`src/rtl/mem_access.sv`:
```
// mem_access: memory-access stage of the five-stage core.
// Takes the EX/MA pipeline register, issues one load or store at a time on the
// 64-bit data bus, raises misalignment exceptions, formats load data, and
// registers the outcome into the MA/WB stage register.
//
// Ports
//   clk, rst_n                 core clock, asynchronous active-low reset
//   clear, stall, trap_en      flush MA/WB, global pipeline hold, trap this cycle
//   pc_in .. unsign            EX/MA register contents (address in result_in)
//   dbus_req/we/addr/wdata/wmask, dbus_ack, dbus_rdata   data bus
//   stall_req                  pipeline hold while a transaction is in flight
//   pc_out .. tval_out         MA/WB register
module mem_access (
    input  logic        clk,
    input  logic        rst_n,
    input  logic        clear,
    input  logic        stall,
    input  logic        trap_en,
    input  logic [63:0] pc_in,
    input  logic [4:0]  rd_in,
    input  logic [63:0] result_in,
    input  logic [63:0] data2_in,
    input  logic [4:0]  cause_in,
    input  logic [63:0] tval_in,
    input  logic        load,
    input  logic        store,
    input  logic [1:0]  size,
    input  logic        unsign,
    output logic        dbus_req,
    output logic        dbus_we,
    output logic [63:0] dbus_addr,
    output logic [63:0] dbus_wdata,
    output logic [7:0]  dbus_wmask,
    input  logic        dbus_ack,
    input  logic [63:0] dbus_rdata,
    output logic        stall_req,
    output logic [63:0] pc_out,
    output logic [4:0]  rd_out,
    output logic [63:0] result_out,
    output logic [4:0]  cause_out,
    output logic [63:0] tval_out
);

    localparam int unsigned XLEN    = 64;
    localparam int unsigned CAUSE_W = 5;
    localparam int unsigned MASK_W  = 8;

    localparam logic [CAUSE_W-1:0] CAUSE_LD_MISALIGN = CAUSE_W'(4);
    localparam logic [CAUSE_W-1:0] CAUSE_ST_MISALIGN = CAUSE_W'(6);

    typedef enum logic [1:0] {
        IDLE = 2'd0,
        BUS  = 2'd1,
        DONE = 2'd2
    } state_t;

    state_t state_q, state_d;

    logic [2:0]         addr_lo;
    logic               aligned;
    logic               mem_op;
    logic               issue;
    logic [XLEN-1:0]    wdata_repl;
    logic [XLEN-1:0]    wdata_c;
    logic [MASK_W-1:0]  wmask_c;
    logic [CAUSE_W-1:0] exc_cause;
    logic [XLEN-1:0]    exc_tval;

    logic [2:0]         lane_q;
    logic [1:0]         size_q;
    logic               unsign_q;
    logic               is_store_q;
    logic               kill_q;
    logic [XLEN-1:0]    ld_data_q;
    logic [XLEN-1:0]    rdata_sh;
    logic [XLEN-1:0]    ld_fmt;

    assign addr_lo = result_in[2:0];

    // Alignment check against the access size
    always_comb begin
        aligned = 1'b1;
        case (size)
            2'd0:    aligned = 1'b1;
            2'd1:    aligned = (addr_lo[0] == 1'b0);
            2'd2:    aligned = (addr_lo[1:0] == 2'd0);
            default: aligned = (addr_lo == 3'd0);
        endcase
    end

    assign mem_op = (load | store) && (cause_in == CAUSE_W'(0)) && aligned;
    assign issue  = mem_op && !clear && !trap_en;

    // Store data replicated to fill the doubleword, then moved to its lane
    always_comb begin
        wdata_repl = data2_in;
        wmask_c    = 8'hFF;
        case (size)
            2'd0: begin
                wdata_repl = {8{data2_in[7:0]}};
                wmask_c    = MASK_W'(8'h01 << addr_lo);
            end
            2'd1: begin
                wdata_repl = {4{data2_in[15:0]}};
                wmask_c    = MASK_W'(8'h03 << addr_lo);
            end
            2'd2: begin
                wdata_repl = {2{data2_in[31:0]}};
                wmask_c    = MASK_W'(8'h0F << addr_lo);
            end
            default: begin
                wdata_repl = data2_in;
                wmask_c    = 8'hFF;
            end
        endcase
    end

    assign wdata_c = wdata_repl << {addr_lo, 3'b000};

    // Exception outcome for instructions that do not touch the bus
    always_comb begin
        exc_cause = CAUSE_W'(0);
        exc_tval  = XLEN'(0);
        if (cause_in != CAUSE_W'(0)) begin
            exc_cause = cause_in;
            exc_tval  = tval_in;
        end else if (load && !aligned) begin
            exc_cause = CAUSE_LD_MISALIGN;
            exc_tval  = result_in;
        end else if (store && !aligned) begin
            exc_cause = CAUSE_ST_MISALIGN;
            exc_tval  = result_in;
        end
    end

    // Load lane selection and extension, using the latched access attributes
    assign rdata_sh = dbus_rdata >> {lane_q, 3'b000};

    always_comb begin
        ld_fmt = rdata_sh;
        case (size_q)
            2'd0: ld_fmt = unsign_q ? {56'd0, rdata_sh[7:0]}
                                    : {{56{rdata_sh[7]}}, rdata_sh[7:0]};
            2'd1: ld_fmt = unsign_q ? {48'd0, rdata_sh[15:0]}
                                    : {{48{rdata_sh[15]}}, rdata_sh[15:0]};
            2'd2: ld_fmt = unsign_q ? {32'd0, rdata_sh[31:0]}
                                    : {{32{rdata_sh[31]}}, rdata_sh[31:0]};
            default: ld_fmt = rdata_sh;
        endcase
    end

    // FSM state register
    always_ff @(posedge clk or negedge rst_n) begin
        if (!rst_n) begin
            state_q <= IDLE;
        end else begin
            state_q <= state_d;
        end
    end

    // FSM next state; stall_req is raised in the detect cycle itself
    always_comb begin
        state_d   = state_q;
        stall_req = 1'b0;
        case (state_q)
            IDLE: begin
                if (issue) begin
                    stall_req = 1'b1;
                    state_d   = BUS;
                end
            end
            BUS: begin
                stall_req = 1'b1;
                if (dbus_ack) begin
                    state_d = DONE;
                end
            end
            DONE: begin
                if (!stall) begin
                    state_d = IDLE;
                end
            end
            default: state_d = IDLE;
        endcase
    end

    // Bus request registers: latched at issue, held until ack
    always_ff @(posedge clk or negedge rst_n) begin
        if (!rst_n) begin
            dbus_req   <= 1'b0;
            dbus_we    <= 1'b0;
            dbus_addr  <= XLEN'(0);
            dbus_wdata <= XLEN'(0);
            dbus_wmask <= MASK_W'(0);
            lane_q     <= 3'd0;
            size_q     <= 2'd0;
            unsign_q   <= 1'b0;
            is_store_q <= 1'b0;
            ld_data_q  <= XLEN'(0);
        end else if (state_q == IDLE && issue) begin
            dbus_req   <= 1'b1;
            dbus_we    <= store;
            dbus_addr  <= {result_in[XLEN-1:3], 3'b000};
            dbus_wdata <= store ? wdata_c : XLEN'(0);
            dbus_wmask <= store ? wmask_c : MASK_W'(0);
            lane_q     <= addr_lo;
            size_q     <= size;
            unsign_q   <= unsign;
            is_store_q <= store;
        end else if (state_q == BUS && dbus_ack) begin
            dbus_req  <= 1'b0;
            ld_data_q <= is_store_q ? XLEN'(0) : ld_fmt;
        end
    end

    // Kill flag: a flush seen mid-transaction turns the DONE advance into a bubble
    always_ff @(posedge clk or negedge rst_n) begin
        if (!rst_n) begin
            kill_q <= 1'b0;
        end else if (state_q == DONE && !stall) begin
            kill_q <= 1'b0;
        end else if ((state_q == BUS || state_q == DONE) && (clear || trap_en)) begin
            kill_q <= 1'b1;
        end
    end

    // MA/WB stage register
    always_ff @(posedge clk or negedge rst_n) begin
        if (!rst_n) begin
            pc_out     <= XLEN'(0);
            rd_out     <= 5'd0;
            result_out <= XLEN'(0);
            cause_out  <= CAUSE_W'(0);
            tval_out   <= XLEN'(0);
        end else if (!stall) begin
            if (clear || trap_en || (state_q == DONE && kill_q)) begin
                pc_out     <= XLEN'(0);
                rd_out     <= 5'd0;
                result_out <= XLEN'(0);
                cause_out  <= CAUSE_W'(0);
                tval_out   <= XLEN'(0);
            end else if (state_q == DONE) begin
                pc_out     <= pc_in;
                rd_out     <= rd_in;
                result_out <= ld_data_q;
                cause_out  <= CAUSE_W'(0);
                tval_out   <= XLEN'(0);
            end else begin
                pc_out     <= pc_in;
                rd_out     <= rd_in;
                result_out <= store ? XLEN'(0) : result_in;
                cause_out  <= exc_cause;
                tval_out   <= exc_tval;
            end
        end
    end

endmodule
```
`config.mk`:
```
export PLATFORM = sky130hd
export DESIGN_NAME = mem_access
export DESIGN_NICKNAME = d
export VERILOG_FILES = /design/src/rtl/mem_access.sv
export SDC_FILE = /design/constraint.sdc
export NUM_CORES = 1
export LEC_CHECK = 0
export BUFFER_PORTS_ARGS = -buffer_cell sky130_fd_sc_hd__buf_2
export CAP_MARGIN = 20
export CORE_AREA = 8 8 260 262
export DETAILED_ROUTE_END_ITERATION = 8
export DIE_AREA = 0 0 268 270
export SLEW_MARGIN = 10
export SYNTH_ARGS = -nofsm -noshare
export SYNTH_HDL_FRONTEND = slang
export SYNTH_SLANG_ARGS = --single-unit
export TNS_END_PERCENT = 5
```
`constraint.sdc`:
```
create_clock -name clk -period 8.8 [get_ports clk]
set_clock_uncertainty 0.2 [all_clocks]
set_input_delay 2.2 -clock clk [delete_from_list [all_inputs] [get_ports clk]]
set_output_delay 2.2 -clock clk [all_outputs]
set_load 0.02 [all_outputs]
```
==> results_dict.tcl <==
set metrics [dict create \
    status "complete, no violations" \
    r2r_end "ld_data_q[52]" \
    grt_pass1_wl_um 138000 \
    fmax_mhz 147 \
    root_buffer "clkbuf_16" \
    wl_um 95700 \
    synth.largest_area_cell "dfrtp_1" \
    cts_resized 0 \
    ys_seq_area_share_pct 50.6 \
    reg2regPathDepth 7 \
    fin_crit_ps 6800 \
    die_h_um 270 \
    avgViaCountPerCell 5.52 \
    internal-power_uw 3680 \
    clock_latency_ps 580 \
    yosysWarnings 0 \
    place_congestion 0.957 \
    slew_headroom_pct 23.9 \
    clkPwrFrac_pct 36.9 \
    pwr-share-seq_pct 42.1 \
    port_buffers 678 \
    switching_share_pct 32.1 \
    dr_total_vias 20319 \
    row_count 93 \
    synthCells 2214 \
    grt_pass1_vias 20033 \
    die_x_um 268 \
    critPathRequiredTime_ps 6400 \
    whs_endpoint "dbus_addr[9]" \
    pwr_density_cell_nw_per_um2 210 \
    crit_fanout 52 \
    hold_violations 0 \
    cts_hold_buf 0 \
    min_from "dbus_addr[9]" \
    yosysUniqueCellTypes 68 \
    synth_edf_count 0 \
    post_cts_buffers 0 \
    synth-seq-cells 410 \
    pwr-share-comb_pct 21.0 \
    dr.pass1.iters 6 \
    fin_tns_setup_ps 0 \
    synthArstFlopShare_pct 100 \
    ys.flop_type "dfrtp_1" \
    grtUsageTotal_pct 25.2 \
    core_area_um2 63600 \
    dp_hpwl_um 71400 \
    p_sw_uw 1740 \
    irDropWorstVdd_mv 0.150 \
    cap_violations 0 \
    grt_max_degree 173 \
    synth.area.top_cells "dfrtp_1 51%, nand2_1 9.3%, o21ai_0 6.8%, a22oi_1 5.6%, a22o_1 4.8%" \
    initial_core_util_pct 31.9 \
    hold_path.class "reg -> reg" \
    htree_num_levels 2 \
    avgSynthCellArea_um2 9.16 \
    synth_top_area_share_pct 50.6 \
    cts_tree "done" \
    synthTopCellsByCount "502 x nand2_1, 410 x dfrtp_1, 275 x o21ai_0" \
    nets 3115 \
    cts.reportedPaths.clkPinSlew_ps 60 \
    place_ws_ps 2010 \
    finalSetupViolations 0 \
    drtIter0Drc 1971 \
    final_max_slew_viol_count 0 \
    clock_path_buffers 3 \
    worstSetupPathType "in -> out" \
    hold_depth 2 \
    synth_most_common_cell "nand2_1" \
    antenna_left 0 \
    p_leak_uw 0.0132 \
    cts_sinks 410 \
    reg2reg_slack_ps 5070 \
    tightest_slew_ps 1140 \
    routedWlPerCell_um 26.0 \
    dieArea_um2 72400 \
    synth.cell_area_um2 20300 \
    antenna_found_initial 28 \
    reg2reg_from "lane_q[1]" \
    cts_buffers 47 \
    pin_count 682 \
    drive_gt1_share_pct 29.8 \
    end_kind "output pin" \
    finalCritPeriodShare_pct 77.3 \
    arrival_ps 4400 \
    syn_to_final_growth_pct 27.7 \
    setup_ws_ps 2000 \
    grt.overflow.total 0 \
    drc_errors 0 \
    rsz0062_at_grt "no" \
    worst_setup_path_start_kind "input pin" \
]
## layer usage
layer	track usage, %	share of wire [%]	wire length [µm]
met5	0	0.11	109
met3	5.96	8.9	8520
met2	42.1	48	46000
met4	9.98	4.0	3840
met1	31.2	39	37200
## flip-flops by register name (all words and copies together) (netlist names), 3 cells and up
signal and cells:
dbus_wdata 64, ld_data_q 64, pc_out 64, result_out 64
tval_out 64, dbus_addr 61, dbus_wmask 8, cause_out 5
rd_out 5, lane_q 3
## worst max path at each step
stage | startpoint | end | cells after the start
after global placement | size[0] | stall_req | 8
final | size[0] | stall_req | 8
after floorplan | size[0] | stall_req | 11
after CTS | size[0] | stall_req | 8
after detailed placement | size[0] | stall_req | 8
after global routing | size[0] | stall_req | 8
## worst max-delay path, cell delays in order
cell and delay [ps]:
buf_2 120, ha_1 180, buf_4 300, inv_2 500, o211ai_2 320, a2111o_2 520
nand2_1 80, buf_2 170
## stage by stage
stage	area (µm²)	util (%)	power [µW]	hold slack, ps	std cells
2_1_floorplan	20300	-	2910	250	2216
3_3_place_gp	24300	38.1	3440	247	3570
3_5_place_dp	24300	38.2	3460	250	3571
4_1_cts	25800	40.6	5480	263	3658
5_1_grt	25900	40.6	5660	286	3674
6_report	25900	40.7	5430	258	3681
## area by class of cell
type	count	area (µm²)
fill	6477	37800
sequential	410	10300
multi-input combinational	1573	9180
timing repair buffer	708	3680
clock buffer	74	1360
tap	855	1070
clock inverter	13	190
inverter	25	93.8
antenna	23	57.6
## cells in the final DEF, fill, tap and decap left out, types with 4 or more instances in the layout
master / instances
clkinv_2: 5
o32ai_1: 7
clkbuf_8: 8
a22oi_1: 151
mux4_2: 4
a2bb2oi_1: 17
o21a_1: 5
a22o_1: 110
nand3_1: 15
a21oi_1: 115
ha_1: 8
nand2b_1: 9
clkbuf_16: 47
or2_2: 7
a31oi_1: 4
bufinv_16: 4
o31ai_1: 14
nor3_1: 4
dfrtp_1: 408
a2111oi_0: 4
nor2b_1: 17
diode_2: 23
or3_1: 6
buf_4: 27
mux2_2: 24
o21ai_1: 15
nor2_1: 85
nand2_1: 502
o211a_1: 5
o22ai_1: 7
mux2i_1: 59
and2_1: 6
o21ai_0: 275
a221o_1: 14
inv_1: 22
a221oi_1: 10
a211oi_1: 15
a21o_1: 9
clkbuf_1: 19
buf_2: 676
## power groups by stage
stage | clock network (µW) | registers [µW] | logic, µW
global placement | 0 | 2320 | 1120
global route | 2110 | 2310 | 1240
detailed placement | 0 | 2320 | 1140
CTS | 2050 | 2290 | 1140
finish | 2000 | 2290 | 1140
floorplan | 0 | 2360 | 548
## cell families (layout without fill, tap and decap cells)
kind of cell	after synthesis	after routing	synth area share [%]
other cells	1	26	0.0185
flops	410	410	50.6
mux	87	87	4.69
buf+inv	233	820	4.52
fa+ha+maj	9	9	0.555
simple gates	677	677	13.7
compound gates	797	797	25.9
Power figures use the tool's default switching activity.
